$ cat config.mk
export PLATFORM = sky130hd
export DESIGN_NAME = bin_to_bcd
export DESIGN_NICKNAME = d
export VERILOG_FILES = /design/src/rtl/bin_to_bcd.sv
export SDC_FILE = /design/constraint.sdc
export NUM_CORES = 1
export LEC_CHECK = 0
export CORE_MARGIN = 2
export CORE_UTILIZATION = 50
export CTS_CLUSTER_SIZE = 8
export DETAILED_ROUTE_END_ITERATION = 7
export PLACE_DENSITY = 0.74
export SLEW_MARGIN = 20
export SYNTH_ARGS = -nofsm -noshare
export SYNTH_HDL_FRONTEND = slang
export SYNTH_SLANG_ARGS = --single-unit
export TNS_END_PERCENT = 20
$ cat constraint.sdc
create_clock -name clk -period 1.9 [get_ports clk]
set_input_delay 0.38 -clock clk [delete_from_list [all_inputs] [get_ports clk]]
set_output_delay 0.38 -clock clk [all_outputs]
set_load 0.02 [all_outputs]
$ cat src/rtl/bin_to_bcd.sv
// bin_to_bcd: sequential double-dabble binary-to-BCD converter.
// One shift/add-3 iteration per clock; the result is registered and
// accompanied by a one-cycle done strobe.
// Optional feature macro: BIN_TO_BCD_AUTO_EN (auto-start on bin_in change).
module bin_to_bcd #(
    parameter int unsigned WIDTH  = 8,
    parameter int unsigned DIGITS = 3
) (
    input  logic                  clk,
    input  logic                  rst_n,
    input  logic                  start,
    input  logic [WIDTH-1:0]      bin_in,
    output logic                  busy,
    output logic                  done,
    output logic [4*DIGITS-1:0]   bcd_out,
    output logic                  ovf
);

    localparam int unsigned CW = $clog2(WIDTH + 1);
    localparam int unsigned BW = 4 * DIGITS;
    localparam logic [CW-1:0] CNT_LAST = CW'(WIDTH);

    typedef enum logic [1:0] {
        IDLE,
        SHIFT,
        DONE
    } state_t;

    state_t            state_q, state_d;
    logic [WIDTH-1:0]  bin_q, bin_d;
    logic [BW-1:0]     scr_q, scr_d;
    logic              ovfs_q, ovfs_d;
    logic [CW-1:0]     cnt_q, cnt_d;
    logic [BW-1:0]     bcd_q, bcd_d;
    logic              ovf_q, ovf_d;
    logic              done_q, done_d;
    logic              busy_q, busy_d;
    logic [BW-1:0]     scr_adj;
    logic              kick;

`ifdef BIN_TO_BCD_AUTO_EN
    logic [WIDTH-1:0]  last_q, last_d;

    // Auto-start whenever the input differs from the last accepted value
    always_comb begin
        kick = start || (bin_in != last_q);
    end
`else
    // Conversions begin only on an explicit start request
    always_comb begin
        kick = start;
    end
`endif

    // Add-3 correction applied to every scratch digit of 5 or more
    always_comb begin
        scr_adj = scr_q;
        for (int unsigned i = 0; i < DIGITS; i++) begin
            if (scr_q[4*i +: 4] >= 4'd5) begin
                scr_adj[4*i +: 4] = scr_q[4*i +: 4] + 4'd3;
            end
        end
    end

    // Next-state and datapath computation for the converter FSM
    always_comb begin
        state_d = state_q;
        bin_d   = bin_q;
        scr_d   = scr_q;
        ovfs_d  = ovfs_q;
        cnt_d   = cnt_q;
        bcd_d   = bcd_q;
        ovf_d   = ovf_q;
        done_d  = 1'b0;
`ifdef BIN_TO_BCD_AUTO_EN
        last_d  = last_q;
`endif
        case (state_q)
            IDLE: begin
                if (kick) begin
                    bin_d   = bin_in;
                    scr_d   = '0;
                    ovfs_d  = 1'b0;
                    cnt_d   = '0;
                    state_d = SHIFT;
`ifdef BIN_TO_BCD_AUTO_EN
                    last_d  = bin_in;
`endif
                end
            end
            SHIFT: begin
                // Publishing happens on the edge after the last shift, so
                // the DONE state coincides with the done strobe and a start
                // seen alongside done is still rejected.
                if (cnt_q == CNT_LAST) begin
                    bcd_d   = scr_q;
                    ovf_d   = ovfs_q;
                    done_d  = 1'b1;
                    state_d = DONE;
                end else begin
                    scr_d  = {scr_adj[BW-2:0], bin_q[WIDTH-1]};
                    bin_d  = {bin_q[WIDTH-2:0], 1'b0};
                    ovfs_d = ovfs_q | scr_adj[BW-1];
                    cnt_d  = cnt_q + 1'b1;
                end
            end
            DONE: begin
                state_d = IDLE;
            end
            default: begin
                state_d = IDLE;
            end
        endcase
        busy_d = (state_d != IDLE);
    end

    // State and output registers with synchronous active-low reset
    always_ff @(posedge clk) begin
        if (!rst_n) begin
            state_q <= IDLE;
            bin_q   <= '0;
            scr_q   <= '0;
            ovfs_q  <= 1'b0;
            cnt_q   <= '0;
            bcd_q   <= '0;
            ovf_q   <= 1'b0;
            done_q  <= 1'b0;
            busy_q  <= 1'b0;
`ifdef BIN_TO_BCD_AUTO_EN
            last_q  <= '0;
`endif
        end else begin
            state_q <= state_d;
            bin_q   <= bin_d;
            scr_q   <= scr_d;
            ovfs_q  <= ovfs_d;
            cnt_q   <= cnt_d;
            bcd_q   <= bcd_d;
            ovf_q   <= ovf_d;
            done_q  <= done_d;
            busy_q  <= busy_d;
`ifdef BIN_TO_BCD_AUTO_EN
            last_q  <= last_d;
`endif
        end
    end

    assign busy    = busy_q;
    assign done    = done_q;
    assign bcd_out = bcd_q;
    assign ovf     = ovf_q;

endmodule

==> out/metrics.yaml <==
clock_network:
  clk_path_buf_depth: 2
  clkLatencyLatePin_ns: 0.29
  path_clk_slew_ns: 0.07
  root_buffer: "clkbuf_8"
  cts_made_buffers: 5
  cts_tree: "yes"
  h-tree-depth: 2
  cts.sinks: 42
  cts_resized: 0
  post_cts_buffers: 0
  cts_hold_buffers: 0
synth:
  ys_ff_latch: 42
  ys.flop_type: "dfxtp_1"
  synthArstFlopShare_pct: 0
  synth_edf_count: 0
  synth_top_area_share_pct: 43.4
  synthTopCellsByArea: "dfxtp_1 43%, nand2_1 7.7%, a21oi_1 6.5%"
  netlist_area_um2: 1940
  synth_area_per_cell_um2: 8.32
  yosysUniqueCellTypes: 37
  yosysSeqAreaShare_pct: 43.4
  synth_top_area_cell: "dfxtp_1"
  netlist_instances: 233
  synth_warnings: 0
  syn-num-nets: 252
die:
  core_area_um2: 3690
  io_pins: 26
  start_util_pct: 52.5
  die_w_um: 66.3
  design.die.area_um2: 4390
  chipHeight_um: 66.3
  rows: 22
place:
  place.gp.congestion: 0.784
  port_buffers: 25
  dpl_cell_area_um2: 2240
  pre_cts_ws_ns: 0.0941
  hpwlAfterDp_mm: 2.67
critical_path:
  critical_path_buf_inv_count: 1
  cp-end-kind: "register"
  cp_cell_sequence: "inv_1 -> ha_1 -> and3b_1 -> a21o_4 -> and3_1 -> a41o_1"
  arrival_ns: 1.98
  critPathRequiredTime_ns: 2.08
  crit_family: "compound AO/OA/AOI/OAI gates"
  worstSetupPathType: "reg -> reg"
  cp-start-kind: "register"
  cpPeakStageDelay_ns: 0.41
  path_max_fanout: 23
  crit_slowest_cell: "dfxtp_1"
timing:
  setup_violations: 0
  final.setup.worst_slack_ns: 0.0986
  rsz0062_at_grt: "no"
  slew_headroom_pct: 66.8
  fmax_mhz: 555
  period_share_pct: 94.8
  tns_ns: 0
  fin_crit_ns: 1.80
  slew_violations: 0
  fin_skew_ns: 0.00816
  hold_viol_final: 0
  worst_pin_slew_ns: 0.498
run_status:
  status: "completed"
global_route:
  grt_pass1_wl_mm: 7.09
  grt_pass1_vias: 1554
  grt_max_degree: 26
  grt_use_total_pct: 20.6
  antenna_found_initial: 0
  grt-ovfl-total: 0
power:
  leakagePower_uw: 0.000863
  comb_power_share_pct: 9.8
  switching_share_pct: 22.6
  p_sw_uw: 401
  power_uw: 1770
  p_per_area_nw_per_um2: 754
  ir_worst_vdd_uv: 406
  p_int_uw: 1370
  clkPwrFrac_pct: 38.1
  power.share.sequential_pct: 52.1
flow_run:
  max_cap_viol_count: 0
layout:
  n_antenna_cell: 0
  nFillCells: 339
  layout-drive-gt1-share_pct: 8.81
  nets: 279
  syn_to_final_growth_pct: 21.3
  final_area_um2: 2350
route:
  drt-initial-drc-count: 132
  ant_nets: 0
  route.detailed.drc: 0
  drt_wl_total_mm: 3.98
  wire_per_inst_um: 12.9
  dr_total_vias: 1714
  avgViaCountPerCell: 5.55
  firstDrtPassIters: 4
hold_path:
  hold_path.class: "reg -> reg"
## area by class of cell
cell class / instances / area, µm² / share of cell area (%)
Timing Repair Buffer: 34 / 330 / 14.1
Clock buffer: 7 / 76.3 / 3.25
Inverter: 10 / 37.5 / 1.60
Tap cell: 48 / 60.1 / 2.55
Sequential cell: 42 / 841 / 35.8
Clock inverter: 1 / 30.0 / 1.28
Multi-Input combinational cell: 167 / 976 / 41.5
## worst paths after layout
kind	start	endpoint	slack, ns	cells after the start
setup / recovery	cnt_q[0]	scr_q[6]	0.1	6
hold reg to reg	ovf	ovf	0.45	2
hold / removal	ovf	ovf	0.45	2
setup reg to reg	cnt_q[0]	scr_q[6]	0.1	6
## worst reg2reg max path: stages (launching register included)
cell     delay (ns)
dfxtp_1        0.41
inv_1          0.08
ha_1           0.21
and3b_1        0.25
a21o_4         0.33
and3_1         0.21
a41o_1         0.20
## cell usage after synthesis, types with 2 or more instances
library cell,count
a21oi_1,25
a221oi_2,2
a22oi_1,5
a311oi_1,2
a31oi_1,3
a41o_1,3
and3_1,3
buf_2,7
buf_6,3
clkbuf_1,3
dfxtp_1,42
ha_1,8
inv_1,9
nand2_1,40
nand2b_1,6
nand3_1,12
nand4_1,7
nor2_1,14
nor3_1,4
nor4_1,4
o211ai_1,3
o21ai_0,10
o21ai_1,3
o31ai_1,2
## flip-flops by register name (all words and copies together) (netlist names)
register,flops
done,1
state_q,2
bcd_out,12
scr_q,12
bin_q,8
ovfs_q,1
ovf,1
busy,1
cnt_q,4
## cells by family after synthesis
kind of cell	share of synthesized area [%]
AOI/OAI and AO/OA	21.2
adders and majority gates	5.16
buffers and inverters	6.26
DFF	43.4
and+or+nand+nor	24.0
## per-stage QoR
step / util [%] / cells / hold WS, ns
after floorplan: - / 233 / 0.432
after global placement: 60.9 / 301 / 0.440
after detailed placement: 60.9 / 301 / 0.447
after CTS: 63.7 / 309 / 0.456
after global routing: 63.7 / 309 / 0.475
final: 63.7 / 309 / 0.454
## cells in the final DEF, fill, tap and decap left out, types with 2 or more instances in the layout
cell type and n:
a21oi_1 25, a221oi_2 2, a22oi_1 5, a311oi_1 2
a31oi_1 3, a41o_1 3, and3_1 3, buf_4 8
clkbuf_1 2, clkbuf_8 5, clkdlybuf4s50_1 25, dfxtp_1 42
ha_1 8, inv_1 9, nand2_1 40, nand2b_1 6
nand3_1 12, nand4_1 7, nor2_1 14, nor3_1 4
nor4_1 4, o211ai_1 3, o21ai_0 10, o21ai_1 3
o31ai_1 2
## power groups by stage
stage / registers [µW] / clock network (µW) / logic, µW
after global placement: 943 / 0 / 171
after floorplan: 942 / 0 / 115
final: 924 / 675 / 174
after global routing: 928 / 727 / 195
after CTS: 924 / 691 / 174
after detailed placement: 944 / 0 / 172
## layer usage
| layer | GRT usage [%] | vias to the layer above | part of all wire, % | wire (µm) |
|---|---|---|---|---|
| met5 | 0 | - | 0 | 0 |
| met4 | 5.10 | 0 | 0.60 | 24 |
| met3 | 4.77 | 4 | 4.5 | 180 |
| met2 | 33.0 | 47 | 47 | 1860 |
| met1 | 28.0 | 787 | 48 | 1910 |
| li1 | - | 876 | - | - |
Note: power is estimated with default switching activity, not from simulation.
